[config.mk]
export PLATFORM = sky130hd
export DESIGN_NAME = boreal_channel_scheduler_flat
export DESIGN_NICKNAME = d
export VERILOG_FILES = /design/src/rtl/boreal_channel_scheduler_pkg.sv /design/src/rtl/boreal_channel_scheduler_if.sv /design/src/rtl/boreal_channel_scheduler_rr_picker.sv /design/src/rtl/boreal_channel_scheduler.sv /design/src/flat_wrapper.sv
export SDC_FILE = /design/constraint.sdc
export NUM_CORES = 1
export LEC_CHECK = 0
export BUFFER_PORTS_ARGS = -buffer_cell sky130_fd_sc_hd__buf_2
export CORE_AREA = 2 2 59 61
export DETAILED_ROUTE_END_ITERATION = 8
export DIE_AREA = 0 0 61 63
export GPL_TIMING_DRIVEN = 0
export PLACE_DENSITY = 0.8
export SETUP_SLACK_MARGIN = 0.4
export SLEW_MARGIN = 10
export SYNTH_ARGS = -nofsm -noshare
export SYNTH_HDL_FRONTEND = slang
export SYNTH_SLANG_ARGS = --single-unit
[constraint.sdc]
create_clock -name clk -period 4.6 [get_ports clk]
set_clock_uncertainty 0.15 [all_clocks]
set_input_delay 0.46 -clock clk [delete_from_list [all_inputs] [get_ports clk]]
set_output_delay 0.46 -clock clk [all_outputs]
set_load 0.05 [all_outputs]
[src/rtl/boreal_channel_scheduler_pkg.sv]
// +----------------------------------------------------------------------+
// | boreal_sched_pkg: shared types and constants for the channel sequencer |
// | Rev 1.0                                                              |
// +----------------------------------------------------------------------+
`default_nettype none

package boreal_sched_pkg;

  localparam int NUM_CH         = 8;
  localparam int CH_W           = 3;
  localparam int TIMEOUT_CYCLES = 64;

  typedef enum logic [1:0] {
    S_IDLE = 2'd0,
    S_WAIT = 2'd1,
    S_DONE = 2'd2
  } sched_state_t;

endpackage

`default_nettype wire

[src/rtl/boreal_channel_scheduler_if.sv]
// +----------------------------------------------------------------------+
// | boreal_channel_scheduler_if: frame / core handshake bundle           |
// | Rev 1.0                                                              |
// +----------------------------------------------------------------------+
`default_nettype none

interface boreal_channel_scheduler_if
  import boreal_sched_pkg::*;
#(
  parameter int OVR_W = 16
) ();

  logic              frame_valid;
  logic [NUM_CH-1:0] ch_mask;
  logic              core_done;
  logic              clr_err;
  logic              frame_ready;
  logic [CH_W-1:0]   ch;
  logic              adc_valid;
  logic              frame_done;
  logic              busy;
  logic [OVR_W-1:0]  overrun_cnt;
  logic              timeout_err;
  logic [CH_W-1:0]   timeout_ch;

  modport slave (
    input  frame_valid, ch_mask, core_done, clr_err,
    output frame_ready, ch, adc_valid, frame_done, busy,
           overrun_cnt, timeout_err, timeout_ch
  );

  modport master (
    output frame_valid, ch_mask, core_done, clr_err,
    input  frame_ready, ch, adc_valid, frame_done, busy,
           overrun_cnt, timeout_err, timeout_ch
  );

endinterface

`default_nettype wire

[src/rtl/boreal_channel_scheduler_rr_picker.sv]
// +----------------------------------------------------------------------+
// | boreal_rr_picker: lowest set mask bit, optionally above a channel    |
// | Rev 1.0                                                              |
// +----------------------------------------------------------------------+
`default_nettype none

module boreal_rr_picker
  import boreal_sched_pkg::*;
(
  input  logic [NUM_CH-1:0] mask,
  input  logic [CH_W-1:0]   cur_ch,
  input  logic              first,
  output logic [CH_W-1:0]   next_ch,
  output logic              found
);

  // Scan downward so the lowest qualifying bit is the last one written.
  always_comb begin
    found   = 1'b0;
    next_ch = '0;
    for (int i = NUM_CH - 1; i >= 0; i--) begin
      if (mask[i] && (first || (CH_W'(i) > cur_ch))) begin
        found   = 1'b1;
        next_ch = CH_W'(i);
      end
    end
  end

endmodule

`default_nettype wire

[src/rtl/boreal_channel_scheduler.sv]
// +----------------------------------------------------------------------+
// | boreal_channel_scheduler: steps the core through enabled channels.   |
// | Optional watchdog: define BOREAL_SCHED_WATCHDOG_EN.  Rev 1.0         |
// +----------------------------------------------------------------------+
`default_nettype none

module boreal_channel_scheduler #(
  parameter int NUM_CH         = boreal_sched_pkg::NUM_CH,
  parameter int TIMEOUT_CYCLES = boreal_sched_pkg::TIMEOUT_CYCLES,
  parameter int OVR_W          = 16
) (
  input  logic                       clk,
  input  logic                       rst,
  boreal_channel_scheduler_if.slave  bus
);
  import boreal_sched_pkg::*;

  if (TIMEOUT_CYCLES < 2) begin : g_bad_timeout
    $error("TIMEOUT_CYCLES must be at least 2");
  end

  sched_state_t      state_q, state_d;
  logic [CH_W-1:0]   ch_q, ch_d;
  logic              adc_valid_q, adc_valid_d;
  logic              frame_done_q, frame_done_d;
  logic [NUM_CH-1:0] mask_q, mask_d;
  logic [OVR_W-1:0]  ovr_q, ovr_d;

  logic              pick_first;
  logic [NUM_CH-1:0] pick_mask;
  logic [CH_W-1:0]   pick_ch;
  logic              pick_found;
  logic              accept;
  logic              slot_end;
  logic              wd_fire;

  // The first pick of a frame looks at the live mask, later picks at the latched one.
  assign pick_first = (state_q == S_IDLE);
  assign pick_mask  = pick_first ? bus.ch_mask : mask_q;
  assign accept     = (state_q == S_IDLE) && bus.frame_valid;
  assign slot_end   = (state_q == S_WAIT) && !adc_valid_q && (bus.core_done || wd_fire);

  boreal_rr_picker u_picker (
    .mask    (pick_mask),
    .cur_ch  (ch_q),
    .first   (pick_first),
    .next_ch (pick_ch),
    .found   (pick_found)
  );

  always_ff @(posedge clk or posedge rst) begin
    if (rst) begin
      state_q      <= S_IDLE;
      ch_q         <= '0;
      adc_valid_q  <= 1'b0;
      frame_done_q <= 1'b0;
      mask_q       <= '0;
      ovr_q        <= '0;
    end else begin
      state_q      <= state_d;
      ch_q         <= ch_d;
      adc_valid_q  <= adc_valid_d;
      frame_done_q <= frame_done_d;
      mask_q       <= mask_d;
      ovr_q        <= ovr_d;
    end
  end

  always_comb begin
    state_d = state_q;
    case (state_q)
      S_IDLE:  if (bus.frame_valid) state_d = pick_found ? S_WAIT : S_DONE;
      S_WAIT:  if (slot_end && !pick_found) state_d = S_DONE;
      S_DONE:  state_d = S_IDLE;
      default: state_d = S_IDLE;
    endcase
  end

  always_comb begin
    adc_valid_d  = (accept || slot_end) && pick_found;
    ch_d         = adc_valid_d ? pick_ch : ch_q;
    frame_done_d = (state_d == S_DONE);
    mask_d       = accept ? bus.ch_mask : mask_q;
    ovr_d        = ovr_q;
    if (bus.frame_valid && (state_q != S_IDLE) && (ovr_q != {OVR_W{1'b1}})) begin
      ovr_d = ovr_q + OVR_W'(1);
    end
  end

`ifdef BOREAL_SCHED_WATCHDOG_EN
  localparam int WD_W = $clog2(TIMEOUT_CYCLES + 1);

  logic [WD_W-1:0] wd_cnt_q, wd_cnt_d;
  logic            timeout_err_q, timeout_err_d;
  logic [CH_W-1:0] timeout_ch_q, timeout_ch_d;

  // Counter is zero in the strobe cycle, so it fires TIMEOUT_CYCLES cycles later.
  assign wd_fire = (state_q == S_WAIT) && !adc_valid_q && !bus.core_done &&
                   (wd_cnt_q == WD_W'(TIMEOUT_CYCLES));

  always_comb begin
    wd_cnt_d      = wd_cnt_q;
    timeout_err_d = timeout_err_q;
    timeout_ch_d  = timeout_ch_q;
    if (adc_valid_d) begin
      wd_cnt_d = '0;
    end else if (state_q == S_WAIT) begin
      wd_cnt_d = wd_cnt_q + WD_W'(1);
    end
    if (wd_fire) begin
      timeout_err_d = 1'b1;
      timeout_ch_d  = ch_q;
    end else if (bus.clr_err) begin
      timeout_err_d = 1'b0;
    end
  end

  always_ff @(posedge clk or posedge rst) begin
    if (rst) begin
      wd_cnt_q      <= '0;
      timeout_err_q <= 1'b0;
      timeout_ch_q  <= '0;
    end else begin
      wd_cnt_q      <= wd_cnt_d;
      timeout_err_q <= timeout_err_d;
      timeout_ch_q  <= timeout_ch_d;
    end
  end

  assign bus.timeout_err = timeout_err_q;
  assign bus.timeout_ch  = timeout_ch_q;
`else
  assign wd_fire         = 1'b0;
  assign bus.timeout_err = 1'b0;
  assign bus.timeout_ch  = '0;
`endif

  assign bus.frame_ready = (state_q == S_IDLE);
  assign bus.busy        = (state_q != S_IDLE);
  assign bus.ch          = ch_q;
  assign bus.adc_valid   = adc_valid_q;
  assign bus.frame_done  = frame_done_q;
  assign bus.overrun_cnt = ovr_q;

endmodule

`default_nettype wire

[src/flat_wrapper.sv]
// flat-port wrapper written by rule: the top's interface ports become plain ports
module boreal_channel_scheduler_flat import boreal_sched_pkg::*;
#(
  parameter int NUM_CH         = boreal_sched_pkg::NUM_CH,
  parameter int TIMEOUT_CYCLES = boreal_sched_pkg::TIMEOUT_CYCLES,
  parameter int OVR_W          = 16
)
  (clk, rst, bus_frame_valid, bus_ch_mask, bus_core_done, bus_clr_err, bus_frame_ready, bus_ch, bus_adc_valid, bus_frame_done, bus_busy, bus_overrun_cnt, bus_timeout_err, bus_timeout_ch);
  boreal_channel_scheduler_if #(.OVR_W(OVR_W)) bus_i ();
  input  logic clk;
  input  logic rst;
  input wire logic [$bits(bus_i.frame_valid)-1:0] bus_frame_valid;
  input wire logic [$bits(bus_i.ch_mask)-1:0] bus_ch_mask;
  input wire logic [$bits(bus_i.core_done)-1:0] bus_core_done;
  input wire logic [$bits(bus_i.clr_err)-1:0] bus_clr_err;
  output wire logic [$bits(bus_i.frame_ready)-1:0] bus_frame_ready;
  output wire logic [$bits(bus_i.ch)-1:0] bus_ch;
  output wire logic [$bits(bus_i.adc_valid)-1:0] bus_adc_valid;
  output wire logic [$bits(bus_i.frame_done)-1:0] bus_frame_done;
  output wire logic [$bits(bus_i.busy)-1:0] bus_busy;
  output wire logic [$bits(bus_i.overrun_cnt)-1:0] bus_overrun_cnt;
  output wire logic [$bits(bus_i.timeout_err)-1:0] bus_timeout_err;
  output wire logic [$bits(bus_i.timeout_ch)-1:0] bus_timeout_ch;
  assign bus_i.frame_valid = bus_frame_valid;
  assign bus_i.ch_mask = bus_ch_mask;
  assign bus_i.core_done = bus_core_done;
  assign bus_i.clr_err = bus_clr_err;
  assign bus_frame_ready = bus_i.frame_ready;
  assign bus_ch = bus_i.ch;
  assign bus_adc_valid = bus_i.adc_valid;
  assign bus_frame_done = bus_i.frame_done;
  assign bus_busy = bus_i.busy;
  assign bus_overrun_cnt = bus_i.overrun_cnt;
  assign bus_timeout_err = bus_i.timeout_err;
  assign bus_timeout_ch = bus_i.timeout_ch;
  boreal_channel_scheduler #(.NUM_CH(NUM_CH), .TIMEOUT_CYCLES(TIMEOUT_CYCLES), .OVR_W(OVR_W)) u_core (.clk(clk), .rst(rst), .bus(bus_i));
endmodule
---- After elaboration in Yosys (flattened, before gate mapping) ----
Index checks and enable logic that the tools add are counted.
storage, ports and cells
  bits in registers ....................... 31
  input bits .............................. 13
  output and inout port bits .............. 27
  word-level logic and storage cells ...... 67
cells by class
  $add $sub $neg .......................... 1
  $lt $le $gt $ge ......................... 8
  eq/ne operators ......................... 3
  muxes and demuxes ....................... 21
  reduce and logical (&&, ||, !) cells .... 28
operators by type and width
  cell                     count
  $mux W3                  8
  $add A16 B1 Y16 const B  1
  $ne A16 B16 Y1 const B   1
  $logic_and A1 B1 Y1      15
  $gt A3 B3 Y1 const A     4
  $logic_or A1 B1 Y1       9
  $mux W1                  8
  $mux W8                  1
  $gt A1 B3 Y1 const A     2
  $gt A2 B3 Y1 const A     2
  $mux W2                  3
  $pmux W2 S2              1
  $eq A2 B1 Y1 const B     1
  $eq A2 B2 Y1 const B     1
  $logic_not A1 Y1         2
  $logic_not A2 Y1         1
  $reduce_bool A2 Y1       1

---- Logic depth before layout (Yosys ltp) ----
Gate-level depths: netlist of the first run.
  word-level depth ........................ 16
  mapped depth ............................ 8
  depth with buffers taken out ............ 6

---- Hierarchy ----
A second synthesis of the first run with hierarchy kept.
second synthesis, totals
  cell total of the unflattened synthesis .. 170
  area total of the unflattened synthesis .. 1825.5 µm²
by module, submodules not included
  module                    instances  cells an instance  area each (µm²)  seq. area each (µm²)
  boreal_channel_scheduler  1          133                1589.0           775.7
  boreal_rr_picker          1          37                 236.5            0.0

---- Least setup slack after synthesis of the first run ----
Ideal clock, no wire load.
  path type ............................... register -> register
  start ................................... register u_core.ovr_q[0] (netlist: u_core.bus.overrun_cnt[0])
  end ..................................... register u_core.ovr_q[12] (netlist: u_core.bus.overrun_cnt[12])
  setup time .............................. 0.143 ns
  arrival ................................. 1.834 ns
  required time ........................... 4.307 ns
  path slack .............................. 2.474 ns
  stages on the path, launching flop included .. 6
  buffers on the path ..................... 0
  clock period less this slack ............ 2.126 ns
  cells stage by stage .................... dfrtp_1 ha_1 nand3_1 nor4_1 nand3_1 xnor2_1
on the way
  longest elaborated chain between the ends .. 2
  elaborated cells between the ends (all ways) .. 3
  classes of those cells .................. add/sub: 1; eq/ne: 1; reduce/logical: 1
RTL lines
  element                                                  RTL line                        RTL
  from (decl)                                              boreal_channel_scheduler.sv:27  logic [OVR_W-1:0] ovr_q, ovr_d;
  from (signal assigned)                                   boreal_channel_scheduler.sv:65  ovr_q <= ovr_d;
  branches (longest 2 deep; another with $add A16 B1 Y16)  --
Several ways; the timed one is not identified.
A chain may end at the register's enable or synchronous reset.

---- Worst setup path in the final report of the first run ----
  start ................................... register u_core.state_q[0]
  end ..................................... output port bus_busy
on the way
  longest elaborated chain between the ends .. 1
RTL lines
  element                 RTL line                         RTL
  from (decl)             boreal_channel_scheduler.sv:22   sched_state_t state_q, state_d;
  from (signal assigned)  boreal_channel_scheduler.sv:60   state_q <= state_d;
  $reduce_bool A2 Y1      boreal_channel_scheduler.sv:139  assign bus.busy = (state_q != S_IDLE);
  to (decl)               flat_wrapper.sv:20               output wire logic [$bits(bus_i.busy)-1:0] bus_busy;
No other way between the ends.

==> results of run 1 <==
-- layout make-up --
cell class / instances / area (sq um) / share of cell area
Buffer: 8 / 65.1 / 0.0326
Timing Repair Buffer: 34 / 170 / 0.0853
Clock buffer: 7 / 55.1 / 0.0276
Inverter: 5 / 18.8 / 0.00940
Multi-Input combinational cell: 123 / 873 / 0.438
Tap cell: 46 / 57.6 / 0.0288
Sequential cell: 30 / 751 / 0.376
Clock inverter: 1 / 5.00 / 0.00251
-- worst reg2reg max path, stage by stage (launching register included) --
cell	delay [ns]
dfrtp_1	0.41
ha_1	0.26
nand3_1	0.12
nor4_1	0.64
nand3_1	0.18
xnor2_1	0.16
-- per-layer routing --
layer  share of wire  vias to the layer above  track usage
met1            0.43                      638        0.268
met4           0.013                        0       0.0761
li1                -                      675            -
met3           0.062                        4       0.0559
met2            0.49                       37        0.324
met5               0                        -            0
-- flip-flops by register name, summed over array words and instances, names as in the netlist --
signal,count
u_core.bus.adc_valid,1
u_core.bus.ch,3
u_core.bus.frame_done,1
u_core.bus.overrun_cnt,16
u_core.mask_q,7
u_core.state_q,2
-- cell families after synthesis --
family,count (synthesis),synth area share
xor gates and xnor gates,14,0.0723
AOI/OAI and AO/OA,29,0.134
other,1,0.00221
buffers and inverters,13,0.0494
adders and majority gates,1,0.00737
DFF,30,0.442
and+or+nand+nor,66,0.233
muxes,9,0.0590
-- layout by cell type (no fill, tap or decap), types with 2 or more instances in the layout --
cell type,n
a2bb2oi_1,2
nor2b_1,3
buf_6,2
buf_4,5
o2111ai_1,3
xnor2_1,8
a41oi_1,2
nand2_1,16
a31oi_1,3
a21oi_2,2
xor2_1,6
nor3b_1,6
inv_1,3
clkbuf_4,5
nor2_1,8
nor3_1,3
mux2_2,8
nor4_1,2
nand3_1,9
dfrtp_1,30
conb_1,4
buf_2,35
o211ai_1,2
and3_1,3
or2_2,2
o21ai_0,5
nand4_1,4
nor4_4,2
-- through the flow --
step	area (sq um)	power (mW)	std cells	utilization
6_report	2000	1.33	254	0.617
5_1_grt	2000	1.43	254	0.617
4_1_cts	2000	1.34	254	0.617
3_5_place_dp	1940	1.17	246	0.599
3_3_place_gp	1940	1.16	246	0.599
2_1_floorplan	1710	1.02	166	-
-- power by group through the flow --
| stage | combinational, mW | sequential (mW) | clock (mW) |
|---|---|---|---|
| 6_report | 0.728 | 0.442 | 0.163 |
| 3_5_place_dp | 0.726 | 0.447 | 0 |
| 2_1_floorplan | 0.434 | 0.583 | 0 |
| 5_1_grt | 0.793 | 0.460 | 0.179 |
| 4_1_cts | 0.729 | 0.442 | 0.170 |
| 3_3_place_gp | 0.717 | 0.443 | 0 |
-- how the worst max path moves through the flow --
| stage | start | end | slack [ns] | depth (start not counted) |
|---|---|---|---|---|
| 2_1_floorplan | u_core.bus.overrun_cnt[0] | u_core.bus.overrun_cnt[12] | 2.47 | 5 |
| 3_3_place_gp | bus_ch_mask[4] | u_core.bus.ch[1] | 2.57 | 6 |
| 3_5_place_dp | bus_core_done | u_core.bus.ch[1] | 2.57 | 6 |
| 4_1_cts | u_core.state_q[0] | bus_busy | 2.53 | 5 |
| 5_1_grt | u_core.bus.overrun_cnt[0] | u_core.bus.overrun_cnt[14] | 2.45 | 5 |
| 6_report | u_core.state_q[0] | bus_busy | 2.55 | 5 |
==> impl_table.tex, run 1 <==
\begin{tabular}{lr}
\hline
Metric & Value \\
\hline
\multicolumn{2}{l}{\textbf{Pwr}} \\
\quad Sw Ratio & 0.485 \\
\quad Leakage power summed over all cells & 0.966 nW \\
\quad Peak supply drop & 0.000309 V \\
\quad Fraction of power consumed by sequential logic & 0.332 \\
\quad Clock share of power & 0.122 \\
\quad Fraction of power consumed by combinational cells & 0.546 \\
\quad Total net switching power & 0.647 mW \\
\quad Areal power density over the cells & 668 mW/mm\^{}2 \\
\quad Pint & 0.687 mW \\
\multicolumn{2}{l}{\textbf{Floorplanning}} \\
\quad Std cell rows & 21 \\
\quad Core area & 0.00323 sq mm \\
\quad Number of primary I/O pins & 40 \\
\quad Floorplan die area & 0.00384 sq mm \\
\quad Initial core utilization & 0.525 \\
\quad Y dimension of the die & 63 microns \\
\quad Horizontal extent of the die & 61 microns \\
\multicolumn{2}{l}{\textbf{Timing}} \\
\quad Maximum clock frequency & 487 MHz \\
\quad Max-Slew Margin vs Limit & 0.300 \\
\quad Final Hold Viols & 0 \\
\quad Total of endpoints with negative setup slack in the final report & 0 \\
\quad Transition time of the tightest slew-check pin & 1.04 ns \\
\quad Period Utilization, post-route & 0.447 \\
\quad Worst path setup slack after routing & 2.55 ns \\
\quad Pins Over Slew Limit & 0 \\
\quad Final hold slack & 0.0938 ns \\
\quad Final critical-path required period & 2.05 ns \\
\quad Unrepaired setup endpoints after global routing & false \\
\quad Final sum of negative setup slack & 0 ns \\
\multicolumn{2}{l}{\textbf{Global routing}} \\
\quad Initial antenna violation count & 0 \\
\quad Largest net degree at the start of global routing & 31 \\
\quad Leftover overflow at the end of global routing & 0 \\
\quad Wire length of the first global-routing pass & 5.97 mm \\
\quad Global Route Usage Sum & 0.206 \\
\quad Vias in the first global route & 1315 \\
\multicolumn{2}{l}{\textbf{Critical path}} \\
\quad R2r worst-path depth & 5 \\
\quad Count of buffering cells on the critical path with inverters included & 4 \\
\quad Worst R2R Start & u\_core.bus.overrun\_cnt[0] \\
\quad CP Max Fanout & 10 \\
\quad Category of the worst setup path capture point & output pin \\
\quad Setup slack on the worst flop-to-flop path & 2.57 ns \\
\quad Setup Crit Path Kind & reg -> out \\
\quad CP max stage delay & 0.38 ns \\
\quad Worst Path Arrival & 1.44 ns \\
\quad Slowest stage cell on the critical path & dfrtp\_1 \\
\quad Cell family contributing the most delay on the critical path & buffers and inverters \\
\quad Startpoint Class & flop \\
\quad Library cell appearing most often on the critical path & buf\_6 \\
\quad Worst Path Required & 3.99 ns \\
\quad Destination of the worst register-to-register timing path & u\_core.bus.overrun\_cnt[14] \\
\quad Series of cell instances along the critical path & buf\_6 > nor2\_8 > inv\_2 > buf\_6 > buf\_2 \\
\multicolumn{2}{l}{\textbf{Route}} \\
\quad Routed WL per cell & 13.4 microns \\
\quad Wire length after detailed routing & 3.40 mm \\
\quad Via density & 5.33 \\
\quad Total vias in the final route & 1354 \\
\quad Post-route antenna net violation count & 0 \\
\quad Number of design-rule violations left by the first detailed-router iteration & 64 \\
\quad Remaining DRCs & 0 \\
\quad Detailed Routing Iterations Pass 1 & 4 \\
\multicolumn{2}{l}{\textbf{Yosys}} \\
\quad Flip-flop cell with the highest count after synthesis & dfrtp\_1 \\
\quad Unique masters post-synth & 48 \\
\quad Commonest cells post-synth & dfrtp\_1 (30), nand2\_1 (16), nand3\_1 (9) \\
\quad Number of cells produced by synthesis & 163 \\
\quad Proportion of synthesized chip area in sequential cells & 0.442 \\
\quad EDFF count, synth & 0 \\
\quad Area share of the largest cell type after synthesis & 0.442 \\
\quad Mean area per synthesized cell & 10.4 sq um \\
\quad Most common cell in the synthesized netlist & dfrtp\_1 \\
\quad Post-Syn Area & 0.00170 sq mm \\
\quad Cell taking the most area after synthesis & dfrtp\_1 \\
\quad Main area contributors after synthesis & dfrtp\_1 (44\%), mux2\_2 (5.3\%), xnor2\_1 (4.1\%) \\
\quad Flip-flop and latch count after synthesis & 30 \\
\quad Yosys warnings & 0 \\
\quad Synth async-reset ratio & 1.00 \\
\multicolumn{2}{l}{\textbf{Placement}} \\
\quad Placement Setup Slack & 2.57 ns \\
\quad Half-perimeter wire length after detailed placement & 2.53 mm \\
\quad GPL Wtd Cong & 0.930 \\
\quad Number of I/O port buffers & 34 \\
\multicolumn{2}{l}{\textbf{CTS}} \\
\quad Number of buffers between clock root and the deepest sink & 2 \\
\quad Number of buffers created by CTS & 5 \\
\quad Total of cells resized after clock tree synthesis & 0 \\
\quad Source-to-sink clock delay at the later pin of the worst-skew pair & 0.33 ns \\
\quad CTS H-Tree Depth & 2 \\
\quad Clk root buf & clkbuf\_4 \\
\quad Clock-pin slew of the registers on the worst-case setup and hold paths & 0.10 ns \\
\quad Clk sinks & 30 \\
\quad TritonCTS clock tree & done \\
\quad \# Post-CTS Setup Buffers & 0 \\
\quad CTS hold repair buffers & 0 \\
\multicolumn{2}{l}{\textbf{Final layout}} \\
\quad Nets@finish & 221 \\
\quad Layout cell share with drive strength beyond 1 & 0.337 \\
\quad Diodes inserted & 0 \\
\quad Area growth, synth to finish & 17.6\% \\
\quad Filler cell count & 310 \\
\multicolumn{2}{l}{\textbf{Run status}} \\
\quad Run status & complete, no violations \\
\multicolumn{2}{l}{\textbf{Flow run}} \\
\quad Number of max-capacitance violations reported & 0 \\
\multicolumn{2}{l}{\textbf{Worst hold path}} \\
\quad Hold/Removal Path Class & in -> async \\
\hline
\end{tabular}
Power figures use the tool's default switching activity.
==> inputs of run 2 (changes only) <==
- CORE_AREA: 2 2 59 61 -> 2 2 60 62
- DIE_AREA: 0 0 61 63 -> 0 0 62 64
- PLACE_DENSITY: 0.8 -> 0.78
- clock period: 4.6 -> 1.97 ns (I/O delays scaled with it)
==> run 2 against run 1 <==
  * Count of clock-buffer cells in the layout unchanged
  * Hold slack worse by 0.11 ns
  * Cell area up 32%
  * The flow now finishes with violations (negative hold slack, negative setup slack)
==> impl_table.tex, run 2 (same netlist as run 1, synthesis figures left out) <==
\begin{tabular}{lr}
\hline
Metric & Value \\
\hline
\multicolumn{2}{l}{\textbf{Critical path}} \\
\quad Slowest stage cell on the critical path & dfrtp\_2 \\
\quad Worst Path Required & 2.04 ns (-1.95 ns) \\
\quad Setup Crit Path Kind & reg -> reg \\
\quad Series of cell instances along the critical path & nor2\_1 > a31o\_4 > a21oi\_4 > a31oi\_4 > mux2\_4 \\
\quad Worst R2R Start & u\_core.bus.ch[2] \\
\quad Startpoint Class & flop \\
\quad Category of the worst setup path capture point & flop \\
\quad CP max stage delay & 0.48 ns (+0.10 ns) \\
\quad CP Max Fanout & 8 (-2) \\
\quad Beginning of the critical path & u\_core.bus.ch[2] \\
\quad Worst Path Arrival & 2.10 ns (+0.66 ns) \\
\multicolumn{2}{l}{\textbf{Final layout}} \\
\quad Filler cell count & 197 (-36\%) \\
\quad Nets@finish & 260 (+18\%) \\
\quad Area growth, synth to finish & 54.9\% \\
\quad Number of flip-flops in the largest register & 16 (unchanged) \\
\quad Layout cell share with drive strength beyond 1 & 0.602 (+0.265) \\
\quad Final Instance Count excl. Fillers & 292 (+15\%) \\
\quad Diodes inserted & 0 (unchanged) \\
\quad Most common cell after layout, fill and taps aside & buf\_4 \\
\quad Final core utilization & 0.800 (+0.183) \\
\quad Most frequent cells in the layout & buf\_4 (33), buf\_2 (32), dfrtp\_2 (20) \\
\multicolumn{2}{l}{\textbf{Timing}} \\
\quad Max-Slew Margin vs Limit & 0.257 (-0.0426) \\
\quad Final critical-path required period & 2.04 ns \\
\quad Final Hold Viols & 30 (+30) \\
\quad Period Utilization, post-route & 1.03 \\
\quad Worst path setup slack after routing & -0.0670 ns (-2.61 ns) \\
\quad Maximum clock frequency & 491 MHz \\
\quad Final hold slack & -0.0199 ns (-0.114 ns) \\
\quad Transition time of the tightest slew-check pin & 1.11 ns (+0.0691 ns) \\
\quad Pins Over Slew Limit & 0 (unchanged) \\
\quad Unrepaired setup endpoints after global routing & true \\
\quad Total of endpoints with negative setup slack in the final report & 2 (+2) \\
\multicolumn{2}{l}{\textbf{CTS}} \\
\quad Clk root buf & clkbuf\_4 \\
\quad Number of buffers created by CTS & 5 (unchanged) \\
\quad Source-to-sink clock delay at the later pin of the worst-skew pair & 0.33 ns (about the same) \\
\quad Clk sinks & 30 (unchanged) \\
\quad Number of buffers between clock root and the deepest sink & 2 (unchanged) \\
\quad TritonCTS clock tree & done \\
\quad Clock-pin slew of the registers on the worst-case setup and hold paths & 0.10 ns (about the same) \\
\quad CTS H-Tree Depth & 2 (unchanged) \\
\multicolumn{2}{l}{\textbf{Floorplanning}} \\
\quad Number of primary I/O pins & 40 (unchanged) \\
\quad Std cell rows & 21 (unchanged) \\
\quad Y dimension of the die & 64 microns (+1.6\%) \\
\quad Initial core utilization & 0.517 (-0.00840) \\
\quad Horizontal extent of the die & 62 microns (+1.6\%) \\
\quad Core area & 0.00328 sq mm (+1.6\%) \\
\quad Floorplan die area & 0.00397 sq mm (+3.3\%) \\
\multicolumn{2}{l}{\textbf{Global routing}} \\
\quad Wire length of the first global-routing pass & 7.47 mm (+25\%) \\
\quad Largest net degree at the start of global routing & 31 (unchanged) \\
\quad Vias in the first global route & 1554 (+18\%) \\
\quad Global Route Usage Sum & 0.259 (+0.0527) \\
\quad Initial antenna violation count & 0 (unchanged) \\
\quad Leftover overflow at the end of global routing & 0 (unchanged) \\
\multicolumn{2}{l}{\textbf{Pwr}} \\
\quad Peak supply drop & 0.000831 V (+170\%) \\
\quad Total power & 4.17 mW (+210\%) \\
\quad Total net switching power & 2.02 mW (+210\%) \\
\quad Areal power density over the cells & 1590 mW/mm\^{}2 (+140\%) \\
\quad Sw Ratio & 0.483 (-0.00186) \\
\quad Fraction of power consumed by combinational cells & 0.663 (+0.117) \\
\quad Pint & 2.16 mW (+210\%) \\
\quad Fraction of power consumed by sequential logic & 0.255 (-0.077) \\
\quad Leakage power summed over all cells & 1.21 nW (+26\%) \\
\quad Clock share of power & 0.083 (-0.039) \\
\multicolumn{2}{l}{\textbf{Placement}} \\
\quad Half-perimeter wire length after detailed placement & 2.74 mm (+8.7\%) \\
\quad Placed cell count & 246 (unchanged) \\
\quad Number of I/O port buffers & 34 (unchanged) \\
\quad Placement Setup Slack & -0.0153 ns (-2.58 ns) \\
\quad GPL Wtd Cong & 0.902 (-3.0\%) \\
\multicolumn{2}{l}{\textbf{Worst hold path}} \\
\quad Hold/Removal Path Class & in -> async \\
\multicolumn{2}{l}{\textbf{Route}} \\
\quad Remaining DRCs & 0 (unchanged) \\
\quad Post-route antenna net violation count & 0 (unchanged) \\
\quad Detailed Routing Iterations Pass 1 & 4 (unchanged) \\
\quad Number of design-rule violations left by the first detailed-router iteration & 129 (+100\%) \\
\quad Wire length after detailed routing & 5.71 mm (+68\%) \\
\quad Via density & 5.86 (+10\%) \\
\quad Routed WL per cell & 19.5 microns (+46\%) \\
\quad Total vias in the final route & 1712 (+26\%) \\
\multicolumn{2}{l}{\textbf{Run status}} \\
\quad Violations in the final reports & negative hold slack, negative setup slack \\
\quad Run status & finished, violations left \\
\multicolumn{2}{l}{\textbf{Flow run}} \\
\quad Number of max-capacitance violations reported & 0 (unchanged) \\
\hline
\end{tabular}
-- run 2: cell types whose count changed in the layout (fill, tap and decap cells not counted), sizes merged --
cell,before,now
buf,42,77
clkinv,2,0
dlygate4sd3,0,4
inv,4,5
-- run 2: stage by stage --
step / instance area, sq um / setup TNS [ns]
floorplan: 1780 / 0
global placement: 2010 / -0.00530
detailed placement: 2010 / -0.0263
CTS: 2480 / 0
global route: 2630 / -0.112
finish: 2630 / -0.126
-- run 2: cell type report --
cell class              instances  area (sq um)  area share
flip-flops and latches         30           776       0.295
well taps                      46          57.6      0.0219
clock buffers                   7          45.0      0.0171
plain buffers                   8          87.6      0.0333
repair buffers                 73           524       0.200
multi-input cells             123          1120       0.425
inverters                       5          21.3     0.00810
-- run 2: what timing repair did --
action / in CTS / in global routing
endpoints found under the setup margin: 31 / 32
gates resized for setup: 32 / 22
gates cloned: 0 / 0
hold buffers: 4 / 0
endpoints found under the hold margin: 4 / 0
pin swaps: 19 / 21
setup buffers: 27 / 8
-- run 2: routing by layer --
metal  global-route usage  vias to the layer above  share of wire
met2                0.414                       81           0.50
met5                    0                        -              0
met3               0.0526                       25          0.066
met4               0.0878                        0          0.050
li1                     -                      750              -
met1                0.342                      856           0.38
-- run 2: worst max-delay path, delay by kind of cell (launching register included) --
kind            cells  cell delay, ns
compound gates      3            0.60
simple gates        1            0.35
flops               1            0.48
mux                 1            0.33
-- run 2: power by group through the flow --
stage          sequential (mW)  clock, mW  combinational, mW
6_report                  1.06      0.345               2.77
3_3_place_gp              1.06          0               1.73
3_5_place_dp              1.07          0               1.76
2_1_floorplan             1.39          0               1.07
5_1_grt                   1.09      0.376               2.87
4_1_cts                   1.03      0.344               2.33
-- run 2: worst paths after layout --
check / endpoint / slack [ns] / cells after the start
min: u_core.bus.overrun_cnt[3] / -0.02 / 2
max in group asynchronous: u_core.bus.ch[0] / 0.94 / 2
min in group clk: u_core.mask_q[1] / 0.01 / 2
max reg2reg: u_core.bus.ch[1] / -0.07 / 5
max: u_core.bus.ch[1] / -0.07 / 5
min reg2reg: u_core.bus.overrun_cnt[7] / 0.36 / 1
==> inputs of run 3 (changes only) <==
--- a/config.mk
+++ b/config.mk
@@ -12,4 +12,5 @@
 export GPL_TIMING_DRIVEN = 0
 export PLACE_DENSITY = 0.78
+export REMOVE_ABC_BUFFERS = 1
 export SETUP_SLACK_MARGIN = 0.4
 export SLEW_MARGIN = 10
--- a/constraint.sdc
+++ b/constraint.sdc
@@ -3,3 +3,3 @@
 set_input_delay 0.197 -clock clk [delete_from_list [all_inputs] [get_ports clk]]
 set_output_delay 0.197 -clock clk [all_outputs]
-set_load 0.05 [all_outputs]
+set_load 0.02 [all_outputs]
==> run 3 against run 2 <==
  * The run now ends clean
  * Flip-flop and latch count did not move
  * Combinational power down 19%
  * Utilization fell by 0.30 points
  * Global-route usage down 0.099 points
  * Final cell count is 1.4% lower
  * Hold slack improved by 0.10 ns
  * Sequential share of layout area shrank 0.27 points
  * Critical path depth did not move
  * Critical endpoint is now u_core.bus.ch[0]
  * Largest cell class unchanged
  * Largest power group unchanged
==> impl_table.tex, run 3 (same netlist as run 1, synthesis figures left out) <==
\begin{tabular}{lr}
\hline
Metric & Value \\
\hline
\multicolumn{2}{l}{\textbf{Route}} \\
\quad Wire length after detailed routing & 5.11 mm (-11\%) \\
\quad Number of design-rule violations left by the first detailed-router iteration & 155 (+20\%) \\
\quad Via density & 5.79 (-1.2\%) \\
\quad Total vias in the final route & 1668 (-2.6\%) \\
\quad Remaining DRCs & 0 (unchanged) \\
\quad Post-route antenna net violation count & 0 (unchanged) \\
\quad Detailed Routing Iterations Pass 1 & 4 (unchanged) \\
\quad Routed WL per cell & 17.7 microns (-9.3\%) \\
\multicolumn{2}{l}{\textbf{Final layout}} \\
\quad Nets@finish & 255 (-1.9\%) \\
\quad Area of combinational cells with multiple inputs & 0.00115 sq mm (+2.9\%) \\
\quad Final Instance Count excl. Fillers & 288 (-1.4\%) \\
\quad Flip-flop and latch area & 766 sq um (-1.3\%) \\
\quad Most frequent cells in the layout & buf\_2 (32), buf\_4 (25), dfrtp\_1 (18) \\
\quad Diodes inserted & 0 (unchanged) \\
\quad Most common cell after layout, fill and taps aside & buf\_2 \\
\quad Area growth, synth to finish & 54.3\% \\
\quad Number of flip-flops in the largest register & 16 (unchanged) \\
\quad Layout cell share with drive strength beyond 1 & 0.550 (-0.0520) \\
\quad Filler cell count & 211 (+7.1\%) \\
\multicolumn{2}{l}{\textbf{Placement}} \\
\quad Number of I/O port buffers & 34 (unchanged) \\
\quad Placed cell count & 238 (-3.3\%) \\
\quad GPL Wtd Cong & 0.872 (-3.3\%) \\
\quad Half-perimeter wire length after detailed placement & 2.65 mm (-3.5\%) \\
\quad Placement Setup Slack & -0.140 ns (-0.125 ns) \\
\multicolumn{2}{l}{\textbf{Floorplanning}} \\
\quad Initial core utilization & 0.517 (unchanged) \\
\quad Std cell rows & 21 (unchanged) \\
\quad Horizontal extent of the die & 62 microns (unchanged) \\
\quad Floorplan die area & 0.00397 sq mm (unchanged) \\
\quad Number of primary I/O pins & 40 (unchanged) \\
\quad Core area & 0.00328 sq mm (unchanged) \\
\quad Y dimension of the die & 64 microns (unchanged) \\
\multicolumn{2}{l}{\textbf{Critical path}} \\
\quad Startpoint Class & flop \\
\quad Count of buffering cells on the critical path with inverters included & 0 (unchanged) \\
\quad Beginning of the critical path & u\_core.bus.ch[0] \\
\quad Worst Path Arrival & 2.00 ns (-0.10 ns) \\
\quad Worst Path Required & 2.05 ns (about the same) \\
\quad CP max stage delay & 0.44 ns (-0.04 ns) \\
\quad Cell family contributing the most delay on the critical path & simple AND/OR/NAND/NOR gates \\
\quad Setup Crit Path Kind & reg -> reg \\
\quad Slowest stage cell on the critical path & dfrtp\_2 \\
\quad Category of the worst setup path capture point & flop \\
\quad CP Max Fanout & 4 (-4) \\
\quad Worst R2R Start & u\_core.bus.ch[0] \\
\quad Series of cell instances along the critical path & or3b\_4 > nand4\_1 > a21oi\_4 > a31oi\_4 > mux2\_4 \\
\multicolumn{2}{l}{\textbf{Timing}} \\
\quad Maximum clock frequency & 523 MHz (+6.5\%) \\
\quad Total of endpoints with negative setup slack in the final report & 0 (-2) \\
\quad Unrepaired setup endpoints after global routing & true \\
\quad Pins Over Slew Limit & 0 (unchanged) \\
\quad Max-Slew Margin vs Limit & 0.303 (+0.0455) \\
\quad Final hold slack & 0.0800 ns (+0.0999 ns) \\
\quad Period Utilization, post-route & 0.971 (-0.0632) \\
\quad Final critical-path required period & 1.91 ns (-0.124 ns) \\
\quad Final Hold Viols & 0 (-100\%) \\
\quad Transition time of the tightest slew-check pin & 1.04 ns (-0.0734 ns) \\
\quad Worst path setup slack after routing & 0.0575 ns (+0.124 ns) \\
\quad Final sum of negative setup slack & 0 ns (+0.126 ns) \\
\multicolumn{2}{l}{\textbf{Worst hold path}} \\
\quad Hold/Removal Path Class & in -> reg \\
\quad Hold wc startpoint & bus\_frame\_valid \\
\multicolumn{2}{l}{\textbf{Global routing}} \\
\quad Leftover overflow at the end of global routing & 0 (unchanged) \\
\quad Vias in the first global route & 1592 (+2.4\%) \\
\quad Largest net degree at the start of global routing & 31 (unchanged) \\
\quad Initial antenna violation count & 0 (unchanged) \\
\quad Global Route Usage Sum & 0.258 (-0.000994) \\
\quad Wire length of the first global-routing pass & 7.51 mm (+0.56\%) \\
\multicolumn{2}{l}{\textbf{Pwr}} \\
\quad Leakage power summed over all cells & 1.24 nW (+2.2\%) \\
\quad Total power & 3.80 mW (-9.1\%) \\
\quad Peak supply drop & 0.000849 V (+2.1\%) \\
\quad Areal power density over the cells & 1450 mW/mm\^{}2 (-8.7\%) \\
\multicolumn{2}{l}{\textbf{CTS}} \\
\quad Clk root buf & clkbuf\_4 \\
\quad CTS H-Tree Depth & 2 (unchanged) \\
\quad Number of buffers between clock root and the deepest sink & 2 (unchanged) \\
\quad Source-to-sink clock delay at the later pin of the worst-skew pair & 0.34 ns (about the same) \\
\quad Number of buffers created by CTS & 5 (unchanged) \\
\quad Clk sinks & 30 (unchanged) \\
\quad Clock-pin slew of the registers on the worst-case setup and hold paths & 0.10 ns (about the same) \\
\quad TritonCTS clock tree & done \\
\multicolumn{2}{l}{\textbf{Flow run}} \\
\quad Number of max-capacitance violations reported & 0 (unchanged) \\
\multicolumn{2}{l}{\textbf{Run status}} \\
\quad Run status & complete, no violations \\
\hline
\end{tabular}
==> run 3: changes by cell type in the layout (fill, tap and decap cells not counted), sizes merged <==
cell,previous run,this run
and2,1,2
buf,77,67
clkbuf,7,8
clkinv,0,1
dlygate4sd3,4,8
inv,5,4
==> run 3: stage by stage <==
stage / utilization / instance area, sq um
after floorplan: - / 1640
after global placement: 0.570 / 1870
after detailed placement: 0.570 / 1870
after CTS: 0.737 / 2420
after global routing: 0.797 / 2620
final: 0.797 / 2620
==> run 3: cell type report <==
class                           instances  area share
Clock buffer                            8      0.0301
Inverter                                5      0.0100
Multi-Input combinational cell        124       0.439
Sequential cell                        30       0.293
Tap cell                               46      0.0220
Timing Repair Buffer                   75       0.207
==> run 3: worst reg2reg max path: stages (launching register included) <==
cell and delay (ns):
dfrtp_2 0.44, or3b_4 0.39, nand4_1 0.15, a21oi_4 0.09, a31oi_4 0.26, mux2_4 0.33
==> run 3: power breakdown <==
part / switching (mW) / total [mW] / leakage, nW / internal, mW
Clock: 0.217 / 0.460 / 0.0446 / 0.244
Sequential: 0.268 / 1.10 / 0.367 / 0.828
Combinational: 1.13 / 2.24 / 0.828 / 1.11
Total: 1.62 / 3.80 / 1.24 / 2.18
==> run 3: layer usage <==
metal / global-route usage / wire length (microns) / vias to the layer above
li1: - / - / 745
met1: 0.315 / 2010 / 809
met2: 0.411 / 2600 / 95
met3: 0.0688 / 320 / 19
met4: 0.122 / 176 / 0
met5: 0 / 0 / -
==> run 3: final timing paths <==
kind / end / slack [ns] / cells after the start
worst min register to register: u_core.bus.overrun_cnt[8] / 0.37 / 1
worst max-delay path: u_core.bus.ch[0] / 0.06 / 5
worst max register to register: u_core.bus.ch[0] / 0.06 / 5
min in group asynchronous: u_core.mask_q[5] / 0.37 / 3
worst min-delay path: u_core.bus.overrun_cnt[2] / 0.08 / 3
max in group asynchronous: u_core.bus.overrun_cnt[6] / 0.77 / 3
==> run 3: repair_timing <==
action / CTS / global route
setup endpoints to repair: 32 / 31
pin swaps: 16 / 21
hold endpoints to repair: 7 / 30
resized for setup: 47 / 30
cloned: 1 / 0
setup buffers: 26 / 7
hold buffers: 7 / 1
